File: config.mk
export PLATFORM = sky130hd
export DESIGN_NAME = multicycle_adder
export DESIGN_NICKNAME = d
export VERILOG_FILES = /design/src/rtl/multicycle_adder.sv
export SDC_FILE = /design/constraint.sdc
export NUM_CORES = 1
export LEC_CHECK = 0
export BUFFER_PORTS_ARGS = -buffer_cell sky130_fd_sc_hd__buf_2
export CORE_MARGIN = 2
export CORE_UTILIZATION = 43
export CTS_CLUSTER_DIAMETER = 60
export DETAILED_ROUTE_END_ITERATION = 7
export PLACE_DENSITY = 0.71
export SYNTH_ARGS = -nofsm -noshare
export SYNTH_HDL_FRONTEND = slang
export SYNTH_SLANG_ARGS = --single-unit
File: constraint.sdc
create_clock -name clk -period 10.6 [get_ports clk]
set_clock_uncertainty 0.2 [all_clocks]
set_input_delay 2.65 -clock clk [delete_from_list [all_inputs] [get_ports clk]]
set_output_delay 2.65 -clock clk [all_outputs]
set_load 0.005 [all_outputs]
File: src/rtl/multicycle_adder.sv
// Multicycle adder/subtractor: sums CHUNK bits per clock, LSB slice first,
// with a valid/ready handshake on both the operand and the result side.
module multicycle_adder #(
  parameter int WIDTH = 32,
  parameter int CHUNK = 8
) (
  input  logic             clk,
  input  logic             reset,
  input  logic             in_valid,
  output logic             in_ready,
  input  logic             sub,
  input  logic             cin,
  input  logic [WIDTH-1:0] lhs,
  input  logic [WIDTH-1:0] rhs,
  output logic             out_valid,
  input  logic             out_ready,
  output logic [WIDTH-1:0] out,
  output logic             cout,
  output logic             ovf
);

  localparam int NCH  = WIDTH / CHUNK;
  localparam int IDXW = (NCH > 1) ? $clog2(NCH) : 1;
  localparam logic [WIDTH-1:0] SLICE_MASK = WIDTH'({CHUNK{1'b1}});
  localparam logic [IDXW-1:0]  LAST_IDX   = IDXW'(NCH - 1);

  typedef enum logic [1:0] {IDLE, BUSY, DONE} state_t;

  state_t           state_q, state_d;
  logic [IDXW-1:0]  idx_q, idx_d;
  logic             carry_q, carry_d;
  logic [WIDTH-1:0] lhs_q, lhs_d;
  logic [WIDTH-1:0] rhs_q, rhs_d;
  logic [WIDTH-1:0] out_q, out_d;
  logic             cout_q, cout_d;
  logic             ovf_q, ovf_d;

  logic [31:0]      base;
  logic [CHUNK-1:0] slice_a, slice_b;
  logic [CHUNK:0]   slice_sum;

  // Handshake flags and result decode straight from registered state.
  assign in_ready  = (state_q == IDLE);
  assign out_valid = (state_q == DONE);
  assign out       = out_q;
  assign cout      = cout_q;
  assign ovf       = ovf_q;

  // Next-state logic: accept operands, add one slice per BUSY cycle, release on handshake.
  always_comb begin
    state_d   = state_q;
    idx_d     = idx_q;
    carry_d   = carry_q;
    lhs_d     = lhs_q;
    rhs_d     = rhs_q;
    out_d     = out_q;
    cout_d    = cout_q;
    ovf_d     = ovf_q;

    base      = 32'(idx_q) * 32'(CHUNK);
    slice_a   = CHUNK'(lhs_q >> base);
    slice_b   = CHUNK'(rhs_q >> base);
    slice_sum = {1'b0, slice_a} + {1'b0, slice_b} + (CHUNK+1)'(carry_q);

    case (state_q)
      IDLE: begin
        if (in_valid) begin
          // Subtraction is lhs + ~rhs + ~borrow; sub is folded into the
          // captured operand and carry, so it need not be kept afterwards.
          lhs_d   = lhs;
          rhs_d   = rhs ^ {WIDTH{sub}};
          carry_d = cin ^ sub;
          idx_d   = '0;
          state_d = BUSY;
        end
      end
      BUSY: begin
        out_d   = (out_q & ~(SLICE_MASK << base)) |
                  (WIDTH'(slice_sum[CHUNK-1:0]) << base);
        carry_d = slice_sum[CHUNK];
        if (idx_q == LAST_IDX) begin
          cout_d  = slice_sum[CHUNK];
          // Signed overflow: operands agree in sign, result sign differs.
          ovf_d   = (lhs_q[WIDTH-1] == rhs_q[WIDTH-1]) &&
                    (slice_sum[CHUNK-1] != lhs_q[WIDTH-1]);
          state_d = DONE;
        end else begin
          idx_d = idx_q + IDXW'(1);
        end
      end
      DONE: begin
        if (out_ready) state_d = IDLE;
      end
      default: state_d = IDLE;
    endcase
  end

  // State registers; reset wins over any concurrent handshake.
  always_ff @(posedge clk) begin
    if (reset) begin
      state_q <= IDLE;
      idx_q   <= '0;
      carry_q <= 1'b0;
      lhs_q   <= '0;
      rhs_q   <= '0;
      out_q   <= '0;
      cout_q  <= 1'b0;
      ovf_q   <= 1'b0;
    end else begin
      state_q <= state_d;
      idx_q   <= idx_d;
      carry_q <= carry_d;
      lhs_q   <= lhs_d;
      rhs_q   <= rhs_d;
      out_q   <= out_d;
      cout_q  <= cout_d;
      ovf_q   <= ovf_d;
    end
  end

endmodule

==> flow_summary.toml <==
[grt]
grt_max_degree = 105
grt_pass1_vias = 3653
grt_use_total = 0.194
antenna_found_initial = 0
grt_pass1_wl_um = 17700
grt-ovfl-total = 0

[timing]
setup_viol = 0
finalCritPeriodShare = 0.383
max_freq_ghz = 0.246
tightest_slew_ns = 1.08
finalHoldViolCount = 0
relSlewSlack = 0.281
rsz0062_at_grt = "no"
period_needed_ns = 4.06
holdWs_ns = 0.257
finalSetupTns_ns = 0
drv_slew = 0

[die]
ios = 106
initial_core_util = 0.446
dieArea_mm2 = 0.0116
die_w_um = 108
row_count = 37
fp.dieH_um = 108
core_region_area_mm2 = 0.0104

[pwr]
p_comb_frac = 0.167
ir_worst_vdd_v = 0.0000875
p_seq_frac = 0.499
p_int_mw = 0.610
swShare = 0.281
power.switching_mw = 0.238
power_density_mw_per_mm2 = 155
power.leakage_nw = 2.20
p_clk_frac = 0.334

[setup_path]
worst-path-max-fanout = 14
cp.required_ns = 10.62
r2r_slack_ns = 6.54
cp-start-kind = "register"
ff2ff_path_depth = 9
path_class = "register to register"
arrival_ns = 4.08
endpoint_kind = "register"

[detailed_routing]
firstDrtPassIters = 4
totalWireLength_um = 10900
drc = 0
wl_per_cell_um = 15.0
detail-route-antenna-nets = 0
drt_iter0_markers = 232
wl_met3_um = 612
wl_met2_um = 5320
routed.top_layer = "met4"
via_count = 3787
drt-met1-wl_um = 4850
drt-vias-per-instance = 5.21

[place]
place_congestion = 0.741
io_buffers = 105
dpl.hpwl_um = 7820

[synthesis]
synth_top_cell_by_area = "dfxtp_1"
synthTopCellsByArea = "dfxtp_1 44%, mux4_2 7.8%, xnor2_1 6.6%"
avgSynthCellArea_um2 = 9.31
syn_area_mm2 = 0.00464
synth_cell_types = 42
synth_seq_cells = 103
syn_inst = 499
synth_top_area_frac = 0.444
ys_warn_count = 0
synth.net_count = 582
synth.yosys.seq_area_share = 0.444

[layout]
nets = 669
seq_area_mm2 = 0.00206
n_antenna_cell = 0
drive_gt1_frac = 0.252
final_common_cell = "buf_2"
multi_input_area_mm2 = 0.00240
areaGrowthSynthToFinish_pct = 17.4
fill_cells = 975
final_util = 0.524
layout_common_cells = "105 x buf_2, 103 x dfxtp_1, 73 x nor2_1, 72 x nand2_1, 38 x a21oi_1"

[clock_tree]
postCtsSetupBuffers = 0
clock_sinks = 103
clockBufferDepth = 2
clock-root-buffer = "clkbuf_8"
htree_levels = 3
ctsResizeCount = 0
holdBufCountCts = 0
clkTransAtPathRegs_ns = 0.10
clock_latency_ns = 0.37
cts_inserted_buffers = 9
cts_tree = "built"

[run]
drv_cap = 0

[min_path]
min_path_cells = 2
hold_class = "register to register"

[run_status]
status = "complete, no violations"
==> power groups by stage <==
stage                     Clock [mW]  Combinational (mW)  Sequential [mW]
after detailed placement           0               0.142            0.432
after global placement             0               0.138            0.431
after global routing           0.307               0.157            0.426
after CTS                      0.288               0.142            0.423
after floorplan                    0               0.101            0.427
final                          0.283               0.142            0.423
==> final timing paths <==
| path | start | end |
|---|---|---|
| min | lhs_q[24] | lhs_q[24] |
| max | idx_q[0] | out[14] |
| max reg2reg | idx_q[0] | out[14] |
| min reg2reg | lhs_q[24] | lhs_q[24] |
==> layer usage <==
| metal | GRT usage | vias up |
|---|---|---|
| li1 | - | 1929 |
| met1 | 0.245 | 1732 |
| met2 | 0.337 | 119 |
| met3 | 0.0307 | 7 |
| met4 | 0.0687 | 0 |
| met5 | 0 | - |
==> per-stage QoR <==
stage          cell area (um2)  setup slack (ns)  total power, mW  instances
3_5_place_dp              5220              6.28            0.574        711
6_report                  5450              6.54            0.848        727
5_1_grt                   5450              6.23            0.891        727
3_3_place_gp              5220              6.34            0.569        711
2_1_floorplan             4640              6.86            0.528        499
4_1_cts                   5450              6.51            0.854        727
==> registers in the layout (all words and copies together), names as in the netlist <==
name and flops:
ovf 1, rhs_q 32, carry_q 1, state_q 2, lhs_q 32, idx_q 2, out 32, cout 1
==> logic make-up (layout without fill, tap and decap cells) <==
kind of cell    after synthesis  after routing  share of synthesized area
simple gates                166            166                      0.148
xor+xnor                     37             37                     0.0698
fa+ha+maj                    13             13                     0.0383
flops                       103            103                      0.444
compound gates              123            123                      0.181
buf+inv                      40            132                     0.0385
mux                          17             17                     0.0797
==> cells in the mapped netlist <==
cell type	count
nand3_1	1
o21ai_1	1
a31oi_1	2
and2b_1	1
a311oi_2	1
o21ai_2	1
nor3_1	3
clkbuf_1	14
nor3_2	2
nand3b_1	4
nand2b_1	5
dfxtp_1	103
xor2_1	2
and2_1	1
o31a_1	1
a32oi_1	4
ha_1	11
a211oi_1	34
fa_1	2
nor2_1	73
a21oi_1	38
mux2i_1	1
a22oi_1	26
mux4_2	16
xnor2_1	35
buf_2	13
inv_1	7
a211oi_2	1
buf_4	1
o2111ai_2	1
a21o_1	3
or4b_1	1
nor2b_1	1
o21ai_0	4
nand2_1	72
o211ai_1	3
dlymetal6s4s_1	1
buf_1	4
nor3b_1	1
nand4_1	1
a21o_2	1
o31ai_1	2
==> worst max-delay path: stages (launching register included) <==
cell and delay (ns):
dfxtp_1 0.72, buf_4 0.38, mux4_2 0.59, fa_1 0.47
fa_1 0.45, a211oi_1 0.38, or4b_1 0.19, o2111ai_2 0.22
a22oi_1 0.23, nor2_1 0.05
==> area by class of cell <==
| type | instances | share of cell area |
|---|---|---|
| Inverter | 7 | 0.00482 |
| Tap cell | 136 | 0.0312 |
| Sequential cell | 103 | 0.378 |
| Clock buffer | 9 | 0.0227 |
| Timing Repair Buffer | 109 | 0.102 |
| Clock inverter | 7 | 0.0204 |
| Multi-Input combinational cell | 356 | 0.441 |
No activity file was read; power rests on OpenSTA's default activity.
